==> config.mk <==
export PLATFORM = sky130hd
export DESIGN_NAME = prog_loader
export DESIGN_NICKNAME = d
export VERILOG_FILES = /design/src/rtl/prog_loader.sv
export SDC_FILE = /design/constraint.sdc
export NUM_CORES = 1
export LEC_CHECK = 0
export CAP_MARGIN = 20
export CORE_MARGIN = 2
export CORE_UTILIZATION = 49
export DETAILED_ROUTE_END_ITERATION = 10
export PLACE_DENSITY = 0.8
export SLEW_MARGIN = 0
export SYNTH_ARGS = -nofsm -noshare
export SYNTH_HDL_FRONTEND = slang
export SYNTH_SLANG_ARGS = --single-unit
==> constraint.sdc <==
create_clock -name clk -period 1.64 [get_ports clk]
set_input_delay 0.164 -clock clk [delete_from_list [all_inputs] [get_ports clk]]
set_output_delay 0.164 -clock clk [all_outputs]
set_load 0.05 [all_outputs]
==> src/rtl/prog_loader.sv <==
// Streams 12-bit instruction words into program memory until a terminator or overflow.
// Latency: one registered cycle from an accepted word to its pmem write strobe; in_ready is high only in LOAD.
module prog_loader #(
    parameter int          MAX_WORDS = 256,
    parameter logic [11:0] TERM_WORD = 12'h000
) (
    input  logic        clk,
    input  logic        reset,
    input  logic        start,
    input  logic        abort,
    input  logic        in_valid,
    input  logic [11:0] in_data,
    output logic        in_ready,
    output logic        pmem_le,
    output logic [7:0]  pmem_laddr,
    output logic [11:0] pmem_ldata,
    output logic        load_done,
    output logic        core_hold,
    output logic        error,
    output logic [8:0]  word_count,
    output logic [11:0] checksum
);

    typedef enum logic [1:0] {IDLE, LOAD, DONE, ERR} state_t;

    localparam logic [7:0] LAST_ADDR = 8'(MAX_WORDS - 1);

    state_t     state;
    logic [7:0] addr;

    always_ff @(posedge clk or negedge reset) begin
        if (!reset) begin
            state      <= IDLE;
            addr       <= '0;
            in_ready   <= 1'b0;
            pmem_le    <= 1'b0;
            pmem_laddr <= '0;
            pmem_ldata <= '0;
            load_done  <= 1'b0;
            core_hold  <= 1'b1;
            error      <= 1'b0;
            word_count <= '0;
            checksum   <= '0;
        end else begin
            pmem_le <= 1'b0;
            case (state)
                LOAD: begin
                    // abort beats both start and a coincident transfer
                    if (abort) begin
                        state    <= IDLE;
                        in_ready <= 1'b0;
                    end else if (in_valid) begin
                        pmem_le    <= 1'b1;
                        pmem_laddr <= addr;
                        pmem_ldata <= in_data;
                        word_count <= word_count + 9'd1;
                        checksum   <= checksum ^ in_data;
                        if (in_data == TERM_WORD) begin
                            state     <= DONE;
                            in_ready  <= 1'b0;
                            load_done <= 1'b1;
                            core_hold <= 1'b0;
                        end else if (addr == LAST_ADDR) begin
                            // address parks at the last slot rather than wrapping
                            state    <= ERR;
                            in_ready <= 1'b0;
                            error    <= 1'b1;
                        end else begin
                            addr <= addr + 8'd1;
                        end
                    end
                end
                default: begin
                    if (start) begin
                        state      <= LOAD;
                        addr       <= '0;
                        word_count <= '0;
                        checksum   <= '0;
                        in_ready   <= 1'b1;
                        load_done  <= 1'b0;
                        error      <= 1'b0;
                        core_hold  <= 1'b1;
                    end
                end
            endcase
        end
    end

endmodule

==> results of run 1 <==
[worst max-delay path: stages, from the launching register on]
cell,delay (ns)
dfrtp_1,0.38
ha_2,0.21
and3_4,0.22
and4_2,0.28
o21ai_1,0.09
a221o_1,0.31
[layer usage]
layer,up-vias,GRT usage,part of all wire,routed length (um)
met5,-,0,0,0
met4,0,0.0351,0.0034,19
met3,4,0.0503,0.055,304
met2,56,0.343,0.51,2840
met1,975,0.268,0.43,2390
li1,983,-,-,-
[state kept, by name, summed over array words and instances, names as in the netlist]
register,count
addr,8
checksum,12
core_hold,1
error,1
in_ready,1
load_done,1
pmem_laddr,8
pmem_ldata,12
pmem_le,1
state,2
word_count,9
[cells by family (layout without fill, tap and decap cells)]
logic type / after synthesis / in the layout
AO/OA/AOI/OAI: 27 / 27
XOR/XNOR: 17 / 17
adder cells (fa/ha/maj): 2 / 2
buffers and inverters: 16 / 102
flip-flops: 56 / 56
multiplexers: 3 / 3
AND/OR/NAND/NOR: 121 / 121
[final cells by class]
type / instances / area (um2)
Tap cell: 67 / 83.8
Sequential cell: 56 / 1400
Clock inverter: 2 / 12.5
Clock buffer: 6 / 72.6
Inverter: 7 / 27.5
Multi-Input combinational cell: 170 / 1040
Fill cell: 418 / 1450
Timing Repair Buffer: 87 / 729
[through the flow]
step	area, um2	setup TNS, ns	worst slack (ns)	util
floorplan	2500	0	0.125	-
global placement	3240	-1.65	-0.148	0.672
detailed placement	3240	-2.33	-0.175	0.672
CTS	3330	0	0.00247	0.691
global route	3370	0	0.000404	0.700
finish	3370	0	0.0406	0.700
[repair_timing]
action | 4_1_cts | 5_1_grt
hold endpoints to repair | 55 | 0
resized for setup | 2 | 12
hold buffers | 1 | 0
pin swaps | 0 | 0
setup endpoints to repair | 2 | 15
[report_power, final]
| group | switching (mW) | internal, mW | leakage (nW) |
|---|---|---|---|
| clock network | 0.427 | 0.300 | 0.0412 |
| registers | 0.161 | 1.61 | 0.739 |
| logic | 1.09 | 0.529 | 0.965 |
| total | 1.68 | 2.44 | 1.75 |
[path summary, 6_finish.rpt]
check	slack, ns	from	endpoint	cells after the start
max reg2reg	0.04	addr[0]$_DFFE_PN0P_	in_ready$_DFFE_PN0P_	5
max	0.04	addr[0]$_DFFE_PN0P_	in_ready$_DFFE_PN0P_	5
max in group asynchronous	0.97	reset	core_hold$_DFFE_PN1P_	3
min reg2reg	0.48	pmem_ldata[3]$_DFFE_PN0P_	pmem_ldata[3]$_DFFE_PN0P_	2
min	0.37	reset	word_count[1]$_DFFE_PN0P_	3
min in group clk	0.48	pmem_ldata[3]$_DFFE_PN0P_	pmem_ldata[3]$_DFFE_PN0P_	2
[layout by cell type, fill, tap and decap left out, types with 3 or more instances in the layout]
master / synthesis / final
inv_1: 6 / 6
nor4_4: 3 / 3
and3_1: 7 / 6
a31oi_1: 3 / 3
mux2i_1: 3 / 3
buf_4: 0 / 62
o21ai_0: 5 / 5
a21oi_1: 3 / 3
dfrtp_1: 55 / 55
nand2_1: 69 / 69
xor2_1: 14 / 14
nor2_1: 19 / 19
clkbuf_8: 0 / 5
nand4_1: 3 / 3
dlymetal6s2s_1: 0 / 4
xnor2_1: 3 / 3
clkdlybuf4s50_1: 0 / 15
nand2b_1: 3 / 3
==> reports/results.tsv, run 1 <==
stage	metric	value	unit
outcome	status	finished clean	
floorplanning	Starting Density	0.518	
floorplanning	io pins	63	
synth	post-synthesis adder-cell area fraction	0.0100	
timing	f_max	0.625	GHz
synth	Yosys reg bits	56	
floorplanning	die area	5680	um2
grt	total congestion overflow	0	
placement	dpl cells	386	
routing	vias per std cell	5.11	
timing	Final Hold Fails	0	
final_layout	Synth-to-Final Area Change	35.0	%
final_layout	layout cell share with drive strength beyond 1	0.262	
synth	fraction of registers with async set/reset	1.00	
routing	# DRC	0	
hold_path	min-delay worst type	in -> async	
clock_network	Skew-Pair Late Insertion Delay	0.31	ns
synth	synth top area cells	dfrtp_1, nand2_1, xor2_1	
worst_setup_path	kind of critical path	reg -> reg	
synth	post-synth top area cell	dfrtp_1	
synth	synth warn	0	
floorplanning	die height	75.4	um
floorplanning	die width	75.4	um
routing	first-pass iteration count of the detailed router	4	
power_and_ir_drop	overall power	4.12	mW
synth	Post-Synthesis Cells	242	
synth	compound-cell area share of the yosys netlist	0.0782	
clock_network	CTS tree	built	
synth	top post-synthesis cells by count	nand2_1, dfrtp_1, nor2_1	
synth	syn avg cell area	10.3	um2
floorplanning	std cell rows	25	
grt	largest net degree at the start of global routing	57	
timing	hold slack	0.371	ns
synth	register area share after synthesis	0.562	
clock_network	depth of the CTS H-tree	2	
synth	Syn Std Cell Area	2500	um2
power_and_ir_drop	worst vdd ir	0.772	mV
routing	violation count after the first detailed-route iteration	120	
placement	IO buf count	62	
synth	Post-Synthesis Net Count	261	
routing	Routed WL per cell	14.0	um
clock_network	Clock Tree Root	clkbuf_8	
grt	initial antenna violation count	0	
synth	Synth cell types	42	
timing	RSZ-0062 raised after global routing	no	
clock_network	TritonCTS buffer count	5	
timing	final setup violating endpoints	0	
synth	predominant post-synthesis flop cell	dfrtp_1	
synth	EDFF count, synth	0	
placement	hpwl dp	4.05	mm
timing	Slew Limit Fails	0	
power_and_ir_drop	PwrDens	1220	nW/um2
timing	fin crit period	1.60	ns
final_layout	layout net count	346	
synth	largest family of logic cells by synthesized area	simple AND/OR/NAND/NOR gates	
final_layout	Inserted Diodes	0	
timing	worst-case clock skew	0.0140	ns
worst_setup_path	crit path DAT	1.79	ns
power_and_ir_drop	Static Leak	1.75	nW
worst_setup_path	CP required	1.83	ns
grt	first-pass GRT wire length	8.71	mm
timing	Worst slew margin	0.662	
synth	area fraction of the dominant cell type after synthesis	0.551	
placement	Routability Congestion	0.841	
clock_network	Sink Count	56	
flow_run	max-cap viol count	0	
worst_setup_path	Startpoint Class	flop	
routing	antenna-violating nets left	0	
timing	Final Cycle Share	0.975	
clock_network	clock tree buffer depth	2	
routing	WL final	5.55	mm
timing	Worst Tran Pin Value	0.507	ns
grt	vias in the first global route	1894	
routing	DR vias	2018	
synth	simple-gate share of the synthesized area	0.246	
clock_network	clk slew on worst S/H paths	0.10	ns
grt	overall routing resource usage	0.202	
worst_setup_path	Crit. End Element	flop	
synth	top-count cell post-synth	nand2_1	
synth	post-synthesis mux area share	0.0120	
clock_network	postcts setup bufs	0	
floorplanning	Core ar.	4820	um2
worst_setup_path	crit-path max FO	5	
synth	xor/xnor share of the synthesized area	0.0596	
final_layout	non-filler cells, final	395	
Power figures use the tool's default switching activity.
==> inputs of run 2 (changes only) <==
--- a/config.mk
+++ b/config.mk
@@ -5,7 +5,6 @@
 export SDC_FILE = /design/constraint.sdc
 export NUM_CORES = 1
 export LEC_CHECK = 0
-export CAP_MARGIN = 20
 export CORE_MARGIN = 2
 export CORE_UTILIZATION = 49
 export DETAILED_ROUTE_END_ITERATION = 10
@@ -14,3 +13,4 @@
 export SYNTH_ARGS = -nofsm -noshare
 export SYNTH_HDL_FRONTEND = slang
 export SYNTH_SLANG_ARGS = --single-unit
+export TNS_END_PERCENT = 1
==> results of run 2 <==
Final layout, timing and power as in run 1 (identical DEF).
